**src/rtl/serial_add_pkg.sv**
```systemverilog
// serial_add_pkg: shared state encoding, width default and counter sizing for the serial adder
package serial_add_pkg;
  localparam int DEFAULT_WIDTH = 8;
  typedef enum logic [1:0] {IDLE = 2'd0, RUN = 2'd1, DONE = 2'd2} state_t;
  function automatic int clog2(input int n);
    int r;
    r = 0;
    while ((1 << r) < n) r++;
    return r;
  endfunction
endpackage

```
**src/rtl/full_adder_cell.sv**
```systemverilog
// full_adder_cell: combinational 1-bit full adder from two half adders and an OR on the carries
module full_adder_cell (
  input  logic x,
  input  logic y,
  input  logic ci,
  output logic S,
  output logic C
);
  logic w_s0, w_c0, w_c1;
  Half_Adder u_ha0 (.a(x),    .b(y),  .S(w_s0), .C(w_c0));
  Half_Adder u_ha1 (.a(w_s0), .b(ci), .S(S),    .C(w_c1));
  assign C = w_c0 | w_c1;
endmodule

```
**src/rtl/half_adder.sv**
```systemverilog
// Half_Adder: 1-bit half adder, the building block of the adder cells
module Half_Adder (
  input  logic a,
  input  logic b,
  output logic S,
  output logic C
);
  assign S = a ^ b;
  assign C = a & b;
endmodule

```
**src/rtl/serial_add_ctrl.sv**
```systemverilog
// serial_add_ctrl: bit-serial WIDTH-bit adder stepping one shared full adder cell LSB-first.
// Define SERIAL_ADD_SUB_EN to add the i_sub port (A-B via ~B and carry-in 1).
module serial_add_ctrl
  import serial_add_pkg::*;
#(
  parameter int WIDTH = DEFAULT_WIDTH
) (
  input  logic             i_clk,
  input  logic             i_rst_n,
  input  logic             i_start,
  input  logic [WIDTH-1:0] i_a,
  input  logic [WIDTH-1:0] i_b,
`ifdef SERIAL_ADD_SUB_EN
  input  logic             i_sub,
`endif
  output logic             o_busy,
  output logic             o_done,
  output logic [WIDTH-1:0] o_sum,
  output logic             o_cout
);
  localparam int CW = clog2(WIDTH);
  state_t           r_state, w_next;
  logic [WIDTH-1:0] r_a, r_b, r_sum;
  logic [CW-1:0]    r_cnt;
  logic             r_carry, r_cout;
  logic             w_s, w_c, w_last, w_load, w_sub;
`ifdef SERIAL_ADD_SUB_EN
  assign w_sub = i_sub;
`else
  assign w_sub = 1'b0;
`endif
  full_adder_cell u_cell (.x(r_a[0]), .y(r_b[0]), .ci(r_carry), .S(w_s), .C(w_c));
  assign w_last = r_cnt == CW'(WIDTH - 1);
  assign w_load = (r_state == IDLE) && i_start;
  always_ff @(posedge i_clk or negedge i_rst_n)
    if (!i_rst_n) r_state <= IDLE;
    else r_state <= w_next;
  always_comb begin
    w_next = IDLE;
    w_next = (r_state == IDLE) ? (i_start ? RUN : IDLE) :
             (r_state == RUN)  ? (w_last ? DONE : RUN) : IDLE;
  end
  // sum bits enter at the MSB so SUM is aligned after exactly WIDTH steps
  always_ff @(posedge i_clk or negedge i_rst_n)
    if (!i_rst_n) begin
      r_a     <= '0;
      r_b     <= '0;
      r_sum   <= '0;
      r_cnt   <= '0;
      r_carry <= 1'b0;
      r_cout  <= 1'b0;
    end else if (w_load) begin
      r_a     <= i_a;
      r_b     <= w_sub ? ~i_b : i_b;
      r_carry <= w_sub;
      r_cnt   <= '0;
      r_sum   <= '0;
    end else if (r_state == RUN) begin
      r_sum   <= {w_s, r_sum[WIDTH-1:1]};
      r_a     <= r_a >> 1;
      r_b     <= r_b >> 1;
      r_carry <= w_c;
      r_cnt   <= r_cnt + 1'b1;
      if (w_last) r_cout <= w_c;
    end
  assign o_busy = r_state != IDLE;
  assign o_done = r_state == DONE;
  assign o_sum  = r_sum;
  assign o_cout = r_cout;
endmodule

```
**config.mk**
```make
export PLATFORM = sky130hd
export DESIGN_NAME = serial_add_ctrl
export DESIGN_NICKNAME = d
export VERILOG_FILES = /design/src/rtl/serial_add_pkg.sv /design/src/rtl/full_adder_cell.sv /design/src/rtl/half_adder.sv /design/src/rtl/serial_add_ctrl.sv
export SDC_FILE = /design/constraint.sdc
export NUM_CORES = 1
export LEC_CHECK = 0
export CORE_AREA = 2 2 79 81
export CTS_CLUSTER_SIZE = 12
export DETAILED_ROUTE_END_ITERATION = 10
export DIE_AREA = 0 0 81 83
export SETUP_SLACK_MARGIN = 0.02
export SLEW_MARGIN = 20
export SYNTH_ARGS = -nofsm -noshare
export SYNTH_HDL_FRONTEND = slang
export SYNTH_HIERARCHICAL = 1
export SYNTH_SLANG_ARGS = --single-unit
```
**constraint.sdc**
```tcl
create_clock -name i_clk -period 4.19 [get_ports i_clk]
set_input_delay 0.838 -clock i_clk [delete_from_list [all_inputs] [get_ports i_clk]]
set_output_delay 0.838 -clock i_clk [all_outputs]
set_load 0.05 [all_outputs]
```
==> flow_metrics.tcl, run 1 <==
set metrics [dict create \
    status "complete, no violations" \
    timing.fmax_ghz 0.344 \
    synth-seq-cells 31 \
    syn_area_sq_mm 0.00139 \
    skew_ns 0.00620 \
    rsz0062_at_grt "false" \
    num_rows 28 \
    ys.flop_type "dfrtp_1" \
    crit_chain "or2_1 -> clkdlybuf4s50_1" \
    grt_pass1_wl_microns 5020 \
    hp-class "flip-flop to flip-flop" \
    crit_fanout 24 \
    wl_per_cell_microns 13.7 \
    drive_gt1_share_pct 9.46 \
    dp_hpwl_microns 1930 \
    die_h_microns 83 \
    core_area_sq_mm 0.00582 \
    die-area_sq_mm 0.00672 \
    arrival_ns 2.07 \
    numClockSinks 31 \
    h-tree-depth 2 \
    avgSynthCellArea_sq_um 11.6 \
    synth_most_common_cell "dfrtp_1" \
    grt_pass1_vias 994 \
    vias_per_cell 4.66 \
    synth_edf_count 0 \
    clock_latency_ns 0.28 \
    power.density_mw_per_mm2 782 \
    crit_slowest_cell "dfrtp_1" \
    crit_family "flip-flops" \
    post-route-period-util_pct 69.4 \
    clockRootBuffer "clkbuf_8" \
    ir_worst_vdd_v 0.000405 \
    fin_tns_setup_ns 0 \
    dp_slack_ns 1.56 \
    synth_top_area_share_pct 56.0 \
    gr-total-overflow 0 \
    yosysWarnings 6 \
    areaGrowthSynthToFinish_pct 31.4 \
    critical_path_class "flip-flop to primary output" \
    final-hold-violation-count 0 \
    grt_max_degree 32 \
    setup_slack_ns 1.28 \
    drc 0 \
    ys_top_cells_by_count "dfrtp_1 (31), nor2_1 (16), o22ai_1 (14), o32ai_1 (14), a22o_1 (11)" \
    io_buffer_count 29 \
    first_pass_iters 4 \
    dr_total_vias 1040 \
    slew_viol_final 0 \
    yosysTopAreaCell "dfrtp_1" \
    antenna_cells 0 \
    ant_nets 0 \
    tightest_slew_ns 0.829 \
    slew-limit-headroom_pct 44.6 \
    clockBufferDepth 2 \
    fp.dieW_microns 81 \
    p_leak_nw 0.751 \
    crit_buf_inv 1 \
    grt_use_total_pct 10.1 \
    cp.required_ns 3.35 \
    ioPinCount 30 \
    gp_congestion 0.732 \
    synth_cell_types 21 \
    drt_iter0_markers 48 \
    synth-seq-area-share_pct 56.0 \
    syn_inst 119 \
    clkTransAtPathRegs_ns 0.06 \
    routed_wl_microns 3050 \
    start_kind "flip-flop" \
    cts_inserted_buffers 5 \
    cts_resized 0 \
    nets 170 \
    setup_viol 0 \
    drv_cap 0 \
    period_needed_ns 2.91 \
    cts_hold_buf 0 \
    cp_slowest_stage_delay_ns 0.80 \
    cts_tree "yes" \
    setup.worst_path.end_class "primary output" \
    syn-num-nets 142 \
    synth_area_leaders "dfrtp_1 (56%), o32ai_1 (8.9%), a22o_1 (7.0%)" \
    initial_utilization_pct 23.8 \
    post_cts_buffers 0 \
    ys_async_sr_fraction_pct 100 \
    antenna_found_initial 0 \
]
## worst paths after layout
path / slack (ns) / cells past startpoint / end / from
worst max-delay path: 1.28 / 2 / o_busy / r_state[0]
worst max register to register: 1.96 / 3 / o_cout / r_state[0]
worst min register to register: 0.49 / 1 / r_cnt[0] / r_cnt[0]
worst min-delay path: 0.49 / 1 / r_cnt[0] / r_cnt[0]
max in group asynchronous: 2.95 / 2 / r_state[1] / i_rst_n
min in group asynchronous: 0.95 / 2 / r_a[4] / i_rst_n
## stage by stage
| stage | hold WS [ns] | utilization [%] | power, mW | instances | cell area [sq um] |
|---|---|---|---|---|---|
| after global routing | 0.533 | 31.3 | 1.53 | 223 | 1820 |
| after global placement | 0.475 | 29.6 | 1.17 | 215 | 1720 |
| after CTS | 0.499 | 31.3 | 1.44 | 223 | 1820 |
| after detailed placement | 0.484 | 29.6 | 1.17 | 215 | 1720 |
| final | 0.492 | 31.3 | 1.42 | 223 | 1820 |
| after floorplan | 0.452 | - | 1.00 | 119 | 1390 |
## layout make-up
type | instances | area (sq um)
Fill cell | 620 | 4000
Sequential cell | 31 | 776
Multi-Input combinational cell | 78 | 549
Timing Repair Buffer | 30 | 298
Clock buffer | 8 | 100
Tap cell | 75 | 93.8
Inverter | 1 | 3.75
## layout by cell type, fill, tap and decap left out
master           netlist  layout
dfrtp_1               31      31
clkdlybuf4s50_1        0      29
nor2_1                16      16
o32ai_1               14      14
o22ai_1               14      14
a22o_1                11      11
clkbuf_8               0       7
o21ai_1                5       5
ha_1                   4       4
or2_1                  3       3
nand2_1                3       3
nor2b_1                2       2
o21bai_2               1       1
a21oi_1                1       1
inv_2                  1       1
and2_4                 1       1
nand2b_4               1       1
or2b_4                 1       1
mux2_4                 1       1
clkbuf_1               2       1
buf_4                  3       1
## state kept, by name, summed over array words and instances (netlist names)
register,flops
r_a,8
o_sum,8
r_b,8
r_carry,1
r_cnt,3
o_cout,1
r_state,2
## layer usage
metal  GRT usage, %  wire length [microns]
met1           14.3                   1560
met3           3.48                    218
met2           13.1                   1210
met5              0                      0
met4           5.55                     70
## power by group
group	internal, mW	switching (mW)
logic	0.264	0.346
clock network	0.150	0.110
registers	0.436	0.118
total	0.850	0.574
## kinds of logic after synthesis
| logic type | after synthesis | share of synthesized area (%) |
|---|---|---|
| flops | 31 | 56.0 |
| buf+inv | 10 | 4.34 |
| fa+ha+maj | 4 | 3.61 |
| compound gates | 46 | 25.1 |
| mux | 1 | 1.08 |
| simple gates | 27 | 9.85 |
## worst reg2reg max path: cells and delay by family, from the launching register on
kind	cells	cell delay (ns)
and+or+nand+nor	2	1.03
DFF	1	0.80
muxes	1	0.29
No activity file was read; power rests on OpenSTA's default activity.
==> run 2: changes to the inputs <==
==> constraint.sdc (replaced) <==
create_clock -name i_clk -period 2.94 [get_ports i_clk]
set_input_delay 0.588 -clock i_clk [delete_from_list [all_inputs] [get_ports i_clk]]
set_output_delay 0.588 -clock i_clk [all_outputs]
set_load 0.05 [all_outputs]
==> run 2 against run 1 <==
Against the previous run: clock power grew 22%; clock skew grew 0.0014 ns; worst hold slack is essentially flat; register-to-register slack lost 0.55 ns; worst setup slack lost 0.84 ns; sequential share of layout area grew 0.088 points; sequential power grew 40%; combinational power grew 51%.
==> flow_metrics.tcl, run 2 (same netlist as run 1, synthesis figures left out) <==
set metrics [dict create \
    p_total_mw 2.01 \
    core_area_sq_mm 0.00582 \
    grt_pass1_vias 1088 \
    period_needed_ns 2.49 \
    fp.dieW_microns 81 \
    grt_max_degree 32 \
    pwr-share-comb_pct 45.8 \
    gp_congestion 0.732 \
    wl_per_cell_microns 14.7 \
    vias_per_cell 4.78 \
    hp-class "flip-flop to flip-flop" \
    cp_slowest_stage_delay_ns 0.81 \
    drv_cap 0 \
    routed_wl_microns 3310 \
    cts_inserted_buffers 5 \
    post-route-period-util_pct 84.8 \
    start_kind "flip-flop" \
    grt_use_total_pct 10.4 \
    drt_iter0_markers 75 \
    intPower_mw 1.18 \
    dp_slack_ns 0.767 \
    clockBufferDepth 2 \
    p_clk_share_pct 15.7 \
    post_cts_buffers 0 \
    fin_tns_setup_ns 0 \
    stdcell_area_sq_mm 0.00182 \
    ir_worst_vdd_v 0.000533 \
    timing.fmax_ghz 0.401 \
    clock_latency_ns 0.28 \
    drc 0 \
    p_leak_nw 0.750 \
    h-tree-depth 2 \
    crit_buf_inv 2 \
    rsz0062_at_grt "false" \
    nets 172 \
    critical_path_class "flip-flop to primary output" \
    setup_slack_ns 0.447 \
    ioPinCount 30 \
    setup.worst_path.end_class "primary output" \
    cts_resized 0 \
    dp.cells 217 \
    gr-total-overflow 0 \
    cts_tree "yes" \
    setup_viol 0 \
    power.density_mw_per_mm2 1110 \
    crit_fanout 15 \
    crit_slowest_cell "clkdlybuf4s50_1" \
    dr_total_vias 1076 \
    arrival_ns 1.91 \
    layout_commonest_cell "dfrtp_1" \
    antenna_found_initial 0 \
    areaGrowthSynthToFinish_pct 31.2 \
    tightest_slew_ns 0.563 \
    ant_nets 0 \
    antenna_cells 0 \
    io_buffer_count 29 \
    die-area_sq_mm 0.00672 \
    numClockSinks 31 \
    seqPwrFrac_pct 38.5 \
    die_h_microns 83 \
    cts_hold_buf 0 \
    cp.required_ns 2.35 \
    first_pass_iters 4 \
    status "complete, no violations" \
    clkTransAtPathRegs_ns 0.07 \
    crit_family "buffers and inverters" \
    instances_no_fill 225 \
    final_cell_mix "dfrtp_1 (31), clkdlybuf4s50_1 (29), nor2_1 (16)" \
    p_sw_mw 0.829 \
    slew_viol_final 0 \
    grt_pass1_wl_microns 5340 \
    num_rows 28 \
    dp_hpwl_microns 2060 \
    clockRootBuffer "clkbuf_8" \
    initial_utilization_pct 23.8 \
    switching_share_pct 41.3 \
    place_area_sq_mm 0.00174 \
    final-hold-violation-count 0 \
    skew_ns 0.00763 \
    crit_chain "inv_2 -> nor2_1 -> clkdlybuf4s50_1" \
    drive_gt1_share_pct 10.0 \
    slew-limit-headroom_pct 62.5 \
]
-- run 2: cell count changes in the layout (fill, tap and decap cells not counted) --
cell,change
clkinv_2,+1
buf_4,+2
clkbuf_8,-2
clkbuf_1,+1
-- run 2: routing by layer --
metal	wire, microns	global-route usage, %	part of all wire, %
met5	0	0	0
met4	87	5.39	2.6
met3	218	3.59	6.6
met2	1360	13.7	41
met1	1650	14.9	50
-- run 2: worst paths after layout --
| path | start | to | slack [ns] | cells after the start |
|---|---|---|---|---|
| min | r_cnt[0] | r_cnt[0] | 0.49 | 1 |
| max in group asynchronous | i_rst_n | o_cout | 1.94 | 2 |
| min reg2reg | r_cnt[0] | r_cnt[0] | 0.49 | 1 |
| max | r_state[1] | o_done | 0.45 | 3 |
| max reg2reg | r_state[0] | r_a[6] | 1.41 | 4 |
| min in group asynchronous | i_rst_n | r_a[4] | 0.70 | 2 |
-- run 2: power by group through the flow --
stage | logic (mW) | clock network [mW] | registers, mW
after CTS | 0.933 | 0.328 | 0.772
after floorplan | 0.499 | 0 | 0.930
after detailed placement | 0.923 | 0 | 0.774
after global placement | 0.911 | 0 | 0.772
final | 0.920 | 0.315 | 0.773
after global routing | 1.01 | 0.345 | 0.799
-- run 2: stage by stage --
| step | utilization (%) | hold WS [ns] |
|---|---|---|
| CTS | 31.2 | 0.490 |
| detailed placement | 29.8 | 0.478 |
| finish | 31.2 | 0.491 |
| global placement | 29.8 | 0.478 |
| floorplan | - | 0.292 |
| global route | 31.2 | 0.525 |
-- run 2: final cells by class --
class / count / area [sq um]
sequential: 31 / 776
tap: 75 / 93.8
multi-input combinational: 78 / 549
inverter: 1 / 3.75
fill: 621 / 4000
clock buffer: 7 / 76.3
clock inverter: 1 / 5.00
timing repair buffer: 32 / 313
